$ cat config.mk
export PLATFORM = sky130hd
export DESIGN_NAME = simd_lane_serializer
export DESIGN_NICKNAME = d
export VERILOG_FILES = /design/src/rtl/simd_lane_serializer_pkg.sv /design/src/rtl/simd_lane_serializer_lane_sat_narrow.sv /design/src/rtl/simd_lane_serializer.sv
export SDC_FILE = /design/constraint.sdc
export NUM_CORES = 1
export LEC_CHECK = 0
export BUFFER_PORTS_ARGS = -buffer_cell sky130_fd_sc_hd__buf_2
export CELL_PAD_IN_SITES_DETAIL_PLACEMENT = 1
export CELL_PAD_IN_SITES_GLOBAL_PLACEMENT = 1
export CORE_MARGIN = 1.5
export CORE_UTILIZATION = 36
export CTS_BUF_LIST = sky130_fd_sc_hd__clkbuf_8 sky130_fd_sc_hd__clkbuf_16
export DETAILED_ROUTE_END_ITERATION = 12
export MAX_ROUTING_LAYER = met4
export PLACE_DENSITY = 0.8
export SLEW_MARGIN = 20
export SYNTH_ARGS = -nofsm -noshare
export SYNTH_HDL_FRONTEND = slang
export SYNTH_SLANG_ARGS = --single-unit
$ cat constraint.sdc
create_clock -name clk -period 1.9 [get_ports clk]
set_input_delay 0.475 -clock clk [delete_from_list [all_inputs] [get_ports clk]]
set_output_delay 0.475 -clock clk [all_outputs]
set_load 0.005 [all_outputs]
$ cat src/rtl/simd_lane_serializer_pkg.sv
// Shared types for the SIMD lane serializer: FSM lane-state encoding and the
// generic signed narrowing/saturation helper used by the lane clamp.
package simd_lane_serializer_pkg;

    typedef enum logic [1:0] {
        IDLE  = 2'd0,
        LANE0 = 2'd1,
        LANE1 = 2'd2
    } lane_state_t;

    typedef struct packed {
        logic        sat;
        logic [63:0] val;
    } narrow_t;

    // Clamp a sign-extended value into the signed w-bit range when clamp=1;
    // otherwise pass it through so the caller's truncation drops the MSBs.
    function automatic narrow_t sat_narrow(input logic signed [63:0] v,
                                           input int unsigned w,
                                           input logic clamp);
        narrow_t r;
        logic signed [63:0] hi;
        logic signed [63:0] lo;
        hi    = (64'sd1 <<< (w - 1)) - 64'sd1;
        lo    = -(64'sd1 <<< (w - 1));
        r.sat = 1'b0;
        r.val = v;
        if (clamp && (v > hi)) begin
            r.sat = 1'b1;
            r.val = hi;
        end else if (clamp && (v < lo)) begin
            r.sat = 1'b1;
            r.val = lo;
        end
        return r;
    endfunction

endpackage

$ cat src/rtl/simd_lane_serializer_lane_sat_narrow.sv
// Combinational W+1 -> W signed narrowing with optional clamp and sat flag.
// Latency: 0 cycles; no flow control.
module lane_sat_narrow
    import simd_lane_serializer_pkg::*;
#(
    parameter int W   = 15,
    parameter int SAT = 1
) (
    input  logic [W:0]   v,
    output logic [W-1:0] q,
    output logic         sat
);

    narrow_t r;
    logic    unused_hi;

    assign r         = sat_narrow({{(63 - W){v[W]}}, v}, W, SAT != 0);
    assign q         = r.val[W-1:0];
    assign sat       = r.sat;
    assign unused_hi = ^r.val[63:W];

endmodule

$ cat src/rtl/simd_lane_serializer.sv
// Narrows a two-lane (W+1)-bit sum pair to W bits and emits lane 0 then lane 1.
// Latency: lane 0 valid the cycle after pair acceptance; one lane per cycle.
// Backpressure: out_ready low holds the current lane; new pairs only accepted as lane 1 leaves.
module simd_lane_serializer
    import simd_lane_serializer_pkg::*;
#(
    parameter int W     = 15,
    parameter int SAT   = 1,
    parameter int CNT_W = 16
) (
    input  logic             clk,
    input  logic             rst_n,
    input  logic             clr,
    input  logic             en,
    input  logic             in_valid,
    output logic             in_ready,
    input  logic [W:0]       in_0,
    input  logic [W:0]       in_1,
    output logic             out_valid,
    input  logic             out_ready,
    output logic [W-1:0]     out_data,
    output logic             out_lane,
    output logic             out_last,
    output logic             out_sat,
    output logic             sat_sticky,
    output logic [CNT_W-1:0] sat_cnt
);

    lane_state_t  state;
    logic [W-1:0] nar_0, nar_1;
    logic         nsat_0, nsat_1;
    logic [W-1:0] lane0_q, lane1_q;
    logic         sat0_q, sat1_q;
    logic         in_hs, out_hs;

    lane_sat_narrow #(.W(W), .SAT(SAT)) u_nar_0 (.v(in_0), .q(nar_0), .sat(nsat_0));
    lane_sat_narrow #(.W(W), .SAT(SAT)) u_nar_1 (.v(in_1), .q(nar_1), .sat(nsat_1));

    // rst_n gating keeps in_ready low while reset is held, even with en=1.
    assign in_ready  = rst_n & en & ((state == IDLE) | ((state == LANE1) & out_ready));
    assign out_valid = en & (state != IDLE);
    assign in_hs     = in_valid & in_ready;
    assign out_hs    = out_valid & out_ready;

    assign out_lane  = (state == LANE1);
    assign out_last  = (state == LANE1);
    assign out_data  = (state == LANE1) ? lane1_q : lane0_q;
    assign out_sat   = ((state == LANE0) & sat0_q) | ((state == LANE1) & sat1_q);

    always_ff @(posedge clk or negedge rst_n) begin
        if (!rst_n) begin
            state      <= IDLE;
            lane0_q    <= '0;
            lane1_q    <= '0;
            sat0_q     <= 1'b0;
            sat1_q     <= 1'b0;
            sat_sticky <= 1'b0;
            sat_cnt    <= '0;
        end else if (clr) begin
            state      <= IDLE;
            lane0_q    <= '0;
            lane1_q    <= '0;
            sat0_q     <= 1'b0;
            sat1_q     <= 1'b0;
            sat_sticky <= 1'b0;
            sat_cnt    <= '0;
        end else if (en) begin
            if (in_hs) begin
                lane0_q <= nar_0;
                lane1_q <= nar_1;
                sat0_q  <= nsat_0;
                sat1_q  <= nsat_1;
            end
            if (out_hs && out_sat) begin
                sat_sticky <= 1'b1;
                if (sat_cnt != {CNT_W{1'b1}}) begin
                    sat_cnt <= sat_cnt + CNT_W'(1);
                end
            end
            case (state)
                IDLE:    if (in_hs) state <= LANE0;
                LANE0:   if (out_hs) state <= LANE1;
                LANE1:   if (out_hs) state <= in_hs ? LANE0 : IDLE;
                default: state <= IDLE;
            endcase
        end
    end

endmodule

### After elaboration in Yosys (flattened, before gate mapping)

Index checks and enable logic that the tools add are counted.

* register bits after elaboration: 51
* input bits: 38
* output and inout bits: 37
* word-level logic and storage cells: 70

* add/subtract/negate cells: 1
* $lt $le $gt $ge: 4
* eq/ne operators: 6
* muxes and demuxes: 31
* bitwise gates (word level): 10
* reductions and logical operators: 11

Operators by type and width (count)
* 2-to-1 mux 65 bit: 4
* 2-to-1 mux 15 bit: 7
* 2-to-1 mux 16 bit: 4
* > comparator 16 x 15 -> 1 bit (second input constant): 2
* less-than comparator 16 x 15 -> 1 bit (second input constant): 2
* adder 16 x 1 -> 16 bit (second input constant): 1
* inequality test 16 bit (second input constant): 1
* 2-to-1 mux 1 bit: 10
* 2-to-1 mux 2 bit: 5
* nonzero test 2 bit: 5
* AND 1 bit: 8
* inequality test 3 bit (second input constant): 2
* one-hot mux 2 bit (3 select lines): 1
* AND reduction 2 bit: 2
* AND reduction 4 bit: 1
* inequality test 3 x 2 -> 1 bit (second input constant): 1
* AND reduction 3 bit: 1
* equality test 2 x 1 -> 1 bit (second input constant): 1
* equality test 2 bit (second input constant): 1
* logical NOT 2 bit: 1
* OR 1 bit: 2
* logical AND 1 bit: 1

### Depth between registers and ports, before layout

Gate-level depths: netlist of run 1.

* depth in word-level cells: 10
* mapped depth: 6
* mapped depth without buffers: 5

### By module

From an unflattened synthesis of run 1, not the netlist that was laid out.

* cells, all modules: 288
* area total of the unflattened synthesis: 2940.3 um^2

By module, submodules not included
* simd_lane_serializer: times used 1, cells each 248, area each 2645.0 um^2
* lane_sat_narrow: times used 2, cells each 20, area each 147.6 um^2

### Least setup slack after synthesis of run 1

OpenSTA, ideal clock, no wires.

* path type: reg2out
* from: register state[1]
* to: output out_data[10]
* data arrival time: 1.472 ns
* data required time: 1.425 ns
* slack: -0.047 ns
* cell stages (with the launch flop): 5
* path buffers: 2
* cell sequence: dfrtp_1 -> nor2b_1 -> clkbuf_1 -> buf_2 -> mux2_2

* word-level cells in the longest chain between the ends: 2

Ends and longest elaborated chain
* start, declared: RTL line simd_lane_serializer.sv:29 `lane_state_t state;`
* start signal, assigned: RTL line simd_lane_serializer.sv:83 `LANE1: if (out_hs) state <= in_hs ? LANE0 : IDLE;`
* equality test 2 bit
* via out_lane: RTL line simd_lane_serializer.sv:22 `output logic out_lane,`
* 2-to-1 mux 15 bit: RTL line simd_lane_serializer.sv:47 `assign out_data = (state == LANE1) ? lane1_q : lane0_q;`
* end, declared: RTL line simd_lane_serializer.sv:21 `output logic [W-1:0] out_data,`

The timed path passes the listed nets, and every way through them passes these cells.

### Worst setup path in the final report of run 1

* from: register state[0]
* to: output out_data[11]

* word-level cells in the longest chain between the ends: 2

Ends and longest elaborated chain (RTL line)
* equality test 2 bit: simd_lane_serializer.sv:47
* 2-to-1 mux 15 bit: simd_lane_serializer.sv:47

No other way between the ends.

==> results of run 1 <==
-- repair_timing --
| action | 4_1_cts | 5_1_grt |
|---|---|---|
| setup endpoints to repair | 17 | 28 |
| pin swaps | 2 | 4 |
| hold endpoints to repair | 0 | 0 |
| hold buffers | 0 | 0 |
| gates cloned | 1 | 0 |
| buffers inserted | 3 | 5 |
| resized for setup | 32 | 27 |
-- how the worst max path moves through the flow --
stage                    to  cells after the start
6_report       out_data[11]                      4
5_1_grt        out_data[11]                      4
4_1_cts         out_data[9]                      4
3_5_place_dp    sat_cnt[13]                      5
3_3_place_gp    sat_cnt[13]                      5
2_1_floorplan  out_data[10]                      4
-- metrics by stage --
stage | std cells | utilization (%) | worst slack (ps) | power, mW | setup TNS [ps]
floorplan | 337 | - | 5.52 | 1.33 | 0
global placement | 509 | 45.4 | 68.3 | 1.47 | 0
detailed placement | 509 | 45.4 | -41.9 | 1.48 | -81.4
CTS | 521 | 48.9 | -139 | 2.31 | -2140
global route | 528 | 51.2 | -183 | 2.40 | -3050
finish | 528 | 51.2 | -149 | 2.30 | -2070
-- cell families (layout without fill, tap and decap cells) --
| group | Yosys count | after routing | synth area share [%] |
|---|---|---|---|
| simple gates | 165 | 165 | 27.8 |
| compound gates | 52 | 52 | 11.7 |
| flops | 51 | 51 | 43.1 |
| buf+inv | 33 | 120 | 4.44 |
| mux | 19 | 19 | 7.23 |
| fa+ha+maj | 15 | 15 | 5.16 |
| xor+xnor | 2 | 2 | 0.592 |
| other cells | 0 | 2 | 0 |
-- registers in the layout (all words and copies together), names as in the netlist --
register / flops
sat_cnt: 16
lane0_q: 15
lane1_q: 15
state: 2
sat0_q: 1
sat1_q: 1
sat_sticky: 1
-- power by group through the flow --
stage               combinational, mW  sequential, mW  clock (mW)
floorplan                       0.175            1.16           0
global placement                0.308            1.16           0
detailed placement              0.319            1.17           0
CTS                             0.354            1.14       0.809
global route                    0.404            1.15       0.850
finish                          0.367            1.14       0.790
-- layout make-up --
type                       count  area, sq um
clock buffer                   5         68.8
sequential                    51         1280
tap                          102          128
inverter                       6         22.5
timing repair buffer         106          757
fill                         944         3830
clock inverter                 3         43.8
multi-input combinational    253         1720
antenna                        2         5.00
-- layer usage --
| layer | vias to the layer above | wire, microns | GRT usage, % |
|---|---|---|---|
| met1 | 1440 | 4240 | 29.2 |
| met5 | - | 0 | - |
| met2 | 66 | 4410 | 35.6 |
| met4 | 0 | 198 | 7.21 |
| li1 | 1373 | - | - |
| met3 | 16 | 343 | 3.64 |
-- cells in the final DEF (no fill, tap or decap), drive strengths merged --
cell and count:
o311a 1, nand3b 3, nor3b 3, mux2 19, a21o 1, nand3 6, o41ai 1, nor2b 5
o31ai 8, xnor2 2, nor2 83, a31oi 1, or3 1, or4 6, nor4 6, and4 1
ha 1, clkinv 2, or4b 1, a211oi 16, nand4 4, and3 4, dfrtp 51, buf 106
a21oi 16, or2b 1, a2111o 1, clkbuf 5, bufinv 1, o21ai 5, nor3 31, a2111oi 1
diode 2, o311ai 1, inv 6, maj3 14, nand2 10
==> impl_results.md, run 1 <==
* Status: finished with violations
* Failing checks: setup timing
* CTS Root Cell: clkbuf_8
* Setup violators final at 19
* Mapped cell area at around 0.0030 sq mm
* Slowest stage delay, CP at 440 ps
* Total internal power at between 1.5 and 2 mW
* Area of the core at 0.00785 sq mm
* FF-to-FF Start: state[0]
* Post-synth top area share at ~43%
* Reg2reg path depth at 5
* H-tree Lvls at 2
* Largest net degree at the start of global routing at 35
* Highest clock rate at just under 500 MHz
* Slew at the pin with the worst max-slew slack at 540 ps
* Initial antenna violation count at 2
* FFs w/ async S/R, synth at between 90% and 100%
* CP most frequent cell: buf_6
* Top-count cell post-synth: nor2_1
* Routed vias/inst at 5.48
* Hold Worst Slack at just over 200 ps
* GP Congestion at 0.831
* Buffers on Ports at 74
* Vias in the first global route at 2900
* Final period utilization at 108%
* CTS sink count at 51
* Yosys warns at 0
* Fin worst setup slack at -149 ps
* Power density over the cells at 573 mW/mm^2
* Area grow syn2layout at 35.8%
* P_sw at 617 uW
* CP max stage cell: dfrtp_2
* Ys flop type: dfrtp_1
* Largest area contributor in the netlist: dfrtp_1
* Flop pwr share at about 50%
* TritonCTS clock tree: yes
* Later-pin clock latency in the skew report at between 300 and 400 ps
* Setup crit start: state[0]
* CP Capture Type: primary output
* Cell leakage power at 1.84 nW
* Post-DR wirelength/cell at 17.4 microns
* Max_slew headroom at 64.0%
* Design area at about 0.004 sq mm
* Switching part of the total at 26.8%
* CP top delay family: flip-flops
* Antenna Nets Post-Route at 0
* Routed wire length at just over 9000 microns
* Bufs on Longest Clock Path at 2
* Clk slew on worst S/H paths at 100 ps
* Die Footprint at roughly 0.009 sq mm
* DP HPWL at 6150 microns
* Global Route Usage Sum at 22.3%
* Crit path max fanout at 5
* Total number of vias at 2895
* # rows at 32
* Global route overflow at 0
* Buf+Inv Stages, Crit Path at 2
* Residual DRC at 0
* Die Y at 93.7 microns
* Worst endpoint required time at ~1400 ps
* CP startpoint kind: register
* Final hold viol count at 0
* Max VDD drop at 0.466 mV
* Nets at 462
* Layout cells sized above 1 at 36.1%
* Synthesized area per cell at 8.78 sq um
* Synth area leaders: dfrtp_1, nor2_1, mux2_2
* Setup CP Type: reg2out
* CTS buffer count at 5
* R2R Path End: sat_cnt[12]
* Arrival time at the worst endpoint at 1570 ps
* Top cell types by occurrence after synthesis: nor2_1, dfrtp_1, nor3_1
* Reg2reg setup slack at -50 ps
* Min-Delay Path Class: in2async
* Gate count of the mapped netlist at 337
* Critical path cell sequence: nor2b_4, buf_6, mux2_4, buf_6
* Syn_nets at 376
* Unrepaired setup endpoints after global routing: yes
* DRT Pass-1 Iters at 6
* Synth Register Bits at 51
* I/O pin cnt at 75
* DIE WIDTH at 93.7 microns
* Max Cap Viol at 0
* Post-Route Skew at 8.68 ps
* Yosys cell types at 39
* Fin. max-slew vios at 0
* Placed cell areas at 0.00356 sq mm
* Clock share of power at 34.3%
* Number of synthesized flops with an enable pin at 0
* Sequential area share after synthesis at between 40% and 50%
* Gate power share at between 10% and 20%
* Global-route wire length before repair at 14700 microns
* Starting Density at 37.7%
* Post-layout min period at 2050 ps
* DRT iter0 DRCs at 130
Note: power is estimated with default switching activity, not from simulation.
==> run 2: changes to the inputs <==
BUFFER_PORTS_ARGS = unset   (was -buffer_cell sky130_fd_sc_hd__buf_2)
CORE_UTILIZATION = 42   (was 36)
DONT_BUFFER_PORTS = 1   (was unset)
PLACE_DENSITY = 0.78   (was 0.8)
==> impl_results.md, run 2 (synthesis gave the netlist of run 1 again) <==
* Most common cell after layout, fill and taps aside: nor2_1
* Slew at the pin with the worst max-slew slack at 611 ps (+71.6 ps)
* Final hold viol count at 0 (unchanged)
* Design area at 0.00355 sq mm (-12%)
* Starting Density at 43.6% (+5.8 points)
* Fin. max-slew vios at 0 (unchanged)
* Gate power share at 10.4% (-5.5 points)
* Max VDD drop at 0.283 mV (-39%)
* Die Y at 87.0 microns (-7.2%)
* DIE WIDTH at 87.0 microns (-7.2%)
* Crit path max fanout at 12 (+7)
* Residual DRC at 0 (unchanged)
* Placed cell areas at 0.00321 sq mm (-9.7%)
* Highest clock rate at 493 MHz (+0.99%)
* Post-Route Skew at 5.15 ps (-3.53 ps)
* Antenna Nets Post-Route at 0 (unchanged)
* Unrepaired setup endpoints after global routing: yes
* Layout cells sized above 1 at 23.7% (-12 points)
* Largest Register: sat_cnt
* Global Route Usage Sum at 23.9% (+1.6 points)
* Post-layout min period at 2030 ps (-20.1 ps)
* # rows at 30 (-6.3%)
* Worst endpoint required time at 1420 ps (about the same)
* Buffers on Ports at 0 (-100%)
* Die Footprint at 0.00756 sq mm (-14%)
* Status: finished with violations
* Bufs on Longest Clock Path at 2 (unchanged)
* Setup violators final at 16 (-3)
* Cell leakage power at 1.49 nW (-19%)
* Initial antenna violation count at 0 (-2)
* Global-route wire length before repair at 13800 microns (-6.4%)
* TritonCTS clock tree: yes
* Commonest cells after routing, fill and taps aside: nor2_1, dfrtp_1, nor3_1
* I/O pin cnt at 75 (unchanged)
* CP Capture Type: primary output
* DRT Pass-1 Iters at 4 (-2)
* Routed vias/inst at 5.82 (+6.1%)
* Vias in the first global route at 2769 (-4.5%)
* CTS buffer count at 5 (unchanged)
* Total internal power at 1.62 mW (-4.0%)
* H-tree Lvls at 2 (unchanged)
* Max Cap Viol at 0 (unchanged)
* Min-Delay Path Class: in2async
* CTS sink count at 51 (unchanged)
* Failing checks: setup timing
* Area of the core at 0.00679 sq mm (-13%)
* Regs by FF count: sat_cnt: 16 flops, lane0_q: 15 flops, lane1_q: 15 flops
* Area grow syn2layout at 19.8%
* Total number of vias at 2618 (-9.6%)
* CP startpoint kind: register
* CTS Root Cell: clkbuf_8
* DRT iter0 DRCs at 98 (-25%)
* Filler Cells Inserted at 800 (-15%)
* Largest net degree at the start of global routing at 56 (+60%)
* Largest register FFs at 16 (unchanged)
* Post-DR wirelength/cell at 19.0 microns (+9.3%)
* DP HPWL at 5730 microns (-6.8%)
* Setup CP Type: reg2out
* Arrival time at the worst endpoint at 1550 ps (-20 ps)
* Clk slew on worst S/H paths at 100 ps (about the same)
* Nets at 392 (-15%)
* Routed wire length at 8560 microns (-6.9%)
* Clock share of power at 36.4% (+2.1 points)
* DP Worst Slack at -7.61 ps (+34.3 ps)
* Power density over the cells at 607 mW/mm^2 (+5.9%)
* Inserted Diodes at 0 (-2)
* Switching part of the total at 24.8% (-2.0 points)
* Fin worst setup slack at -129 ps (+20.1 ps)
* Global route overflow at 0 (unchanged)
* GP Congestion at 0.880 (+5.9%)
* Flop pwr share at 53.1% (+3.4 points)
* Final period utilization at 107% (-1.1 points)
* P_sw at 533 uW (-14%)
* Later-pin clock latency in the skew report at 310 ps (about the same)
* Max_slew headroom at 58.8% (-5.2 points)
-- run 2: cell types whose count changed in the layout (fill, tap and decap cells not counted), sizes merged --
cell	previous run	this run
buf	106	36
diode	2	0
-- run 2: repair_timing --
action                                 in CTS  in global routing
setup endpoints to repair                  20                 26
hold buffers                                1                  0
endpoints found under the hold margin      51                  0
gates resized for setup                    10                 17
buffers inserted                            4                  5
pin swaps                                   3                  6
-- run 2: final cells by class --
| cell class | count | area [sq um] | area share (%) |
|---|---|---|---|
| well taps | 96 | 120 | 3.39 |
| repair buffers | 36 | 335 | 9.46 |
| clock inverters | 3 | 43.8 | 1.24 |
| flip-flops and latches | 51 | 1280 | 36.0 |
| multi-input cells | 253 | 1680 | 47.3 |
| clock buffers | 5 | 68.8 | 1.94 |
| inverters | 6 | 22.5 | 0.635 |
-- run 2: worst paths after layout --
path / from / to / slack (ps) / depth (start not counted)
setup reg to reg: state[0] / sat_cnt[12] / -70 / 5
hold / removal: rst_n / sat_cnt[5] / 3 / 1
min in group clk: clr / sat_cnt[12] / 210 / 1
hold reg to reg: lane0_q[14] / lane0_q[14] / 530 / 2
setup / recovery: state[0] / out_data[7] / -130 / 3
max in group asynchronous: rst_n / state[0] / 1640 / 1
-- run 2: layer usage --
layer  part of all wire [%]  track usage, %
met1                     44            29.1
met5                      0               -
met3                    5.0            5.59
met4                    1.5            6.74
met2                     49            39.7
-- run 2: metrics by stage --
| stage | hold WS [ps] | util (%) | power (mW) | TNS (ps) | instances |
|---|---|---|---|---|---|
| 2_1_floorplan | 179 | - | 1.33 | 0 | 337 |
| 3_3_place_gp | 181 | 47.3 | 1.34 | 0 | 433 |
| 3_5_place_dp | 180 | 47.3 | 1.35 | -14.8 | 433 |
| 4_1_cts | 15.2 | 50.4 | 2.17 | -1790 | 446 |
| 5_1_grt | 7.35 | 52.2 | 2.26 | -2590 | 450 |
| 6_report | 2.67 | 52.2 | 2.15 | -1630 | 450 |
-- run 2: power groups by stage --
| stage | Clock [mW] | Combinational (mW) | Sequential (mW) |
|---|---|---|---|
| floorplan | 0 | 0.175 | 1.16 |
| global placement | 0 | 0.180 | 1.16 |
| detailed placement | 0 | 0.189 | 1.17 |
| CTS | 0.798 | 0.226 | 1.14 |
| global route | 0.853 | 0.255 | 1.15 |
| finish | 0.784 | 0.224 | 1.14 |
-- run 2: worst max-delay path, cell delays in order (launching register included) --
cell     delay, ps
dfrtp_2        440
nor2b_4        260
buf_12         180
mux2_2         360
==> run 3: changes to the inputs <==
CORE_UTILIZATION = 44   (was 42)
PLACE_DENSITY = 0.79   (was 0.78)
SYNTH_HIERARCHICAL = 1   (was unset)
==> impl_results.md, run 3 <==
* Status: finished with violations
* Failing checks: setup timing
* Later-pin clock latency in the skew report at 320 ps (about the same)
* Ys flop type: dfrtp_1
* Yosys warns at 6 (+6)
* DRT Pass-1 Iters at 4 (unchanged)
* Fin worst setup slack at -83.5 ps (+45.1 ps)
* Slowest stage delay, CP at 420 ps (-20 ps)
* Starting Density at 46.0% (+2.5 points)
* Antenna Nets Post-Route at 0 (unchanged)
* Max VDD drop at 0.331 mV (+17%)
* DP HPWL at 4780 microns (-17%)
* Vias in the first global route at 2274 (-18%)
* Synth Register Bits at 51 (unchanged)
* # rows at 29 (-3.3%)
* CP startpoint kind: register
* Final hold viol count at 0 (unchanged)
* Top cell types by occurrence after synthesis: dfrtp_1, nor2_1, mux2i_1
* Power density over the cells at 583 mW/mm^2 (-3.8%)
* Largest register FFs at 16 (unchanged)
* Largest net degree at the start of global routing at 61 (+8.9%)
* FFs w/ async S/R, synth at 100% (unchanged)
* Residual DRC at 0 (unchanged)
* Highest clock rate at 504 MHz (+2.3%)
* Regs by FF count: sat_cnt: 16 flops, lane0_q: 15 flops, lane1_q: 15 flops
* Syn_nets at 327 (-13%)
* Nets at 336 (-14%)
* CP Capture Type: primary output
* Crit path max fanout at 14 (+2)
* Clk slew on worst S/H paths at 100 ps (about the same)
* Total number of vias at 2192 (-16%)
* DRT iter0 DRCs at 124 (+27%)
* Area of the core at 0.00639 sq mm (-6.0%)
* Fin. max-slew vios at 0 (unchanged)
* Post-synth top area share at 43.4% (+0.29 points)
* Routed wire length at 7630 microns (-11%)
* Unrepaired setup endpoints after global routing: yes
* Hold Worst Slack at 210 ps (+207 ps)
* CTS sink count at 51 (unchanged)
* Global route overflow at 0 (unchanged)
* Largest Register: sat_cnt
* Layout cells sized above 1 at 28.9% (+5.1 points)
* Critical path cell sequence: nor2b_4, buf_12, mux2_2
* Commonest cells after routing, fill and taps aside: dfrtp_1, nor2_1, mux2i_1
* Bufs on Longest Clock Path at 2 (unchanged)
* Slew at the pin with the worst max-slew slack at 718 ps (+107 ps)
* Mapped cell area at 0.00294 sq mm (-0.68%)
* DIE WIDTH at 84.7 microns (-2.5%)
* Synth area leaders: dfrtp_1, mux2i_1, mux2_2
* TritonCTS clock tree: yes
* Setup TNS at -1030 ps (+607 ps)
* Die Footprint at 0.00718 sq mm (-5.0%)
* CP max stage cell: dfrtp_1
* CP top delay family: flip-flops
* Area grow syn2layout at 18.5%
* Die Y at 84.7 microns (-2.5%)
* CTS buffer count at 5 (unchanged)
* Synthesized area per cell at 10.2 sq um (+16%)
* Top-count cell post-synth: dfrtp_1
* Largest area contributor in the netlist: dfrtp_1
* I/O pin cnt at 75 (unchanged)
* Sequential area share after synthesis at 43.4% (+0.29 points)
* Worst endpoint required time at 1420 ps (about the same)
* Routed vias/inst at 5.85 (+0.47%)
* Post-DR wirelength/cell at 20.4 microns (+7.0%)
* Final period utilization at 104% (-2.4 points)
* DP Worst Slack at 63.9 ps (+71.5 ps)
* Number of synthesized flops with an enable pin at 0 (unchanged)
* Post-Route Skew at 12.8 ps (+7.60 ps)
* Arrival time at the worst endpoint at 1510 ps (-40 ps)
* Min-Delay Path Class: in2reg
* Setup violators final at 13 (-3)
* Global Route Usage Sum at 21.5% (-2.5 points)
* Buf+Inv Stages, Crit Path at 1 (unchanged)
* Inserted Diodes at 0 (unchanged)
* Max Cap Viol at 0 (unchanged)
* Most common cell after layout, fill and taps aside: dfrtp_1
* H-tree Lvls at 2 (unchanged)
* GP Congestion at 0.766 (-13%)
* Max_slew headroom at 51.9% (-6.9 points)
* Buffers on Ports at 0 (unchanged)
* Cell leakage power at 1.77 nW (+19%)
* Yosys cell types at 39 (unchanged)
* Initial antenna violation count at 0 (unchanged)
* Post-layout min period at 1980 ps (-45.1 ps)
* Global-route wire length before repair at 11800 microns (-14%)
* Setup CP Type: reg2out
* Gate count of the mapped netlist at 288 (-15%)
* CTS Root Cell: clkbuf_8
==> run 3: worst reg2reg max path, stage by stage, from the launching register on <==
cell	delay (ps)
dfrtp_1	420
buf_4	150
and3b_2	260
o211ai_4	140
clkbuf_16	200
or4_1	500
a21oi_1	130
==> run 3: what timing repair did <==
item                                    4_1_cts  5_1_grt
resized for setup                             7       31
hold endpoints to repair                     51        2
setup buffers                                 2        4
endpoints found under the setup margin       15       31
hold buffers                                  1        1
pin swaps                                     0       14
gates cloned                                  0        2
==> run 3: worst paths after layout <==
kind                       startpoint           to  slack (ps)  depth (start not counted)
setup / recovery             state[0]  out_data[4]         -80                          3
hold / removal                    clr   sat_cnt[6]         210                          1
setup reg to reg             state[0]   sat_cnt[5]          40                          6
hold reg to reg            lane1_q[1]   lane1_q[1]         530                          2
max in group asynchronous       rst_n   sat_cnt[9]         970                          2
min in group asynchronous       rst_n  lane1_q[11]         670                          2
==> run 3: kinds of logic (layout without fill, tap and decap cells) <==
family	Yosys count	in the layout	synth area share (%)
AO/OA/AOI/OAI	44	44	10.9
XOR/XNOR	2	2	0.596
adder cells (fa/ha/maj)	1	1	0.425
buffers and inverters	25	35	4.13
flip-flops	51	51	43.4
multiplexers	58	58	20.8
AND/OR/NAND/NOR	107	107	19.8
==> run 3: cell type report <==
type,count,area [sq um]
inverters,5,18.8
multi-input cells,212,1730
clock inverters,3,27.5
repair buffers,22,260
clock buffers,5,68.8
flip-flops and latches,51,1280
well taps,77,96.3
fillers,679,2900
==> run 3: stage by stage <==
step	instances	power [mW]	cell area, sq um	util (%)
after global routing	375	2.12	3480	54.6
after global placement	357	1.32	3060	48.0
after detailed placement	357	1.33	3060	48.0
after CTS	368	2.05	3240	50.8
final	375	2.03	3480	54.6
after floorplan	288	1.31	2940	-
==> run 3: where the power goes <==
| part | internal (mW) | switching, mW |
|---|---|---|
| clock | 0.274 | 0.414 |
| combinational | 0.106 | 0.112 |
| sequential | 1.11 | 0.0148 |
| total | 1.49 | 0.541 |
==> run 3: routing by layer <==
layer / part of all wire, % / up-vias / global-route usage (%) / wire, microns
met5: 0 / - / - / 0
met4: 0.38 / 0 / 4.40 / 29
met3: 4.0 / 2 / 4.33 / 302
met2: 50 / 46 / 34.3 / 3780
met1: 46 / 1107 / 28.6 / 3520
li1: - / 1037 / - / -
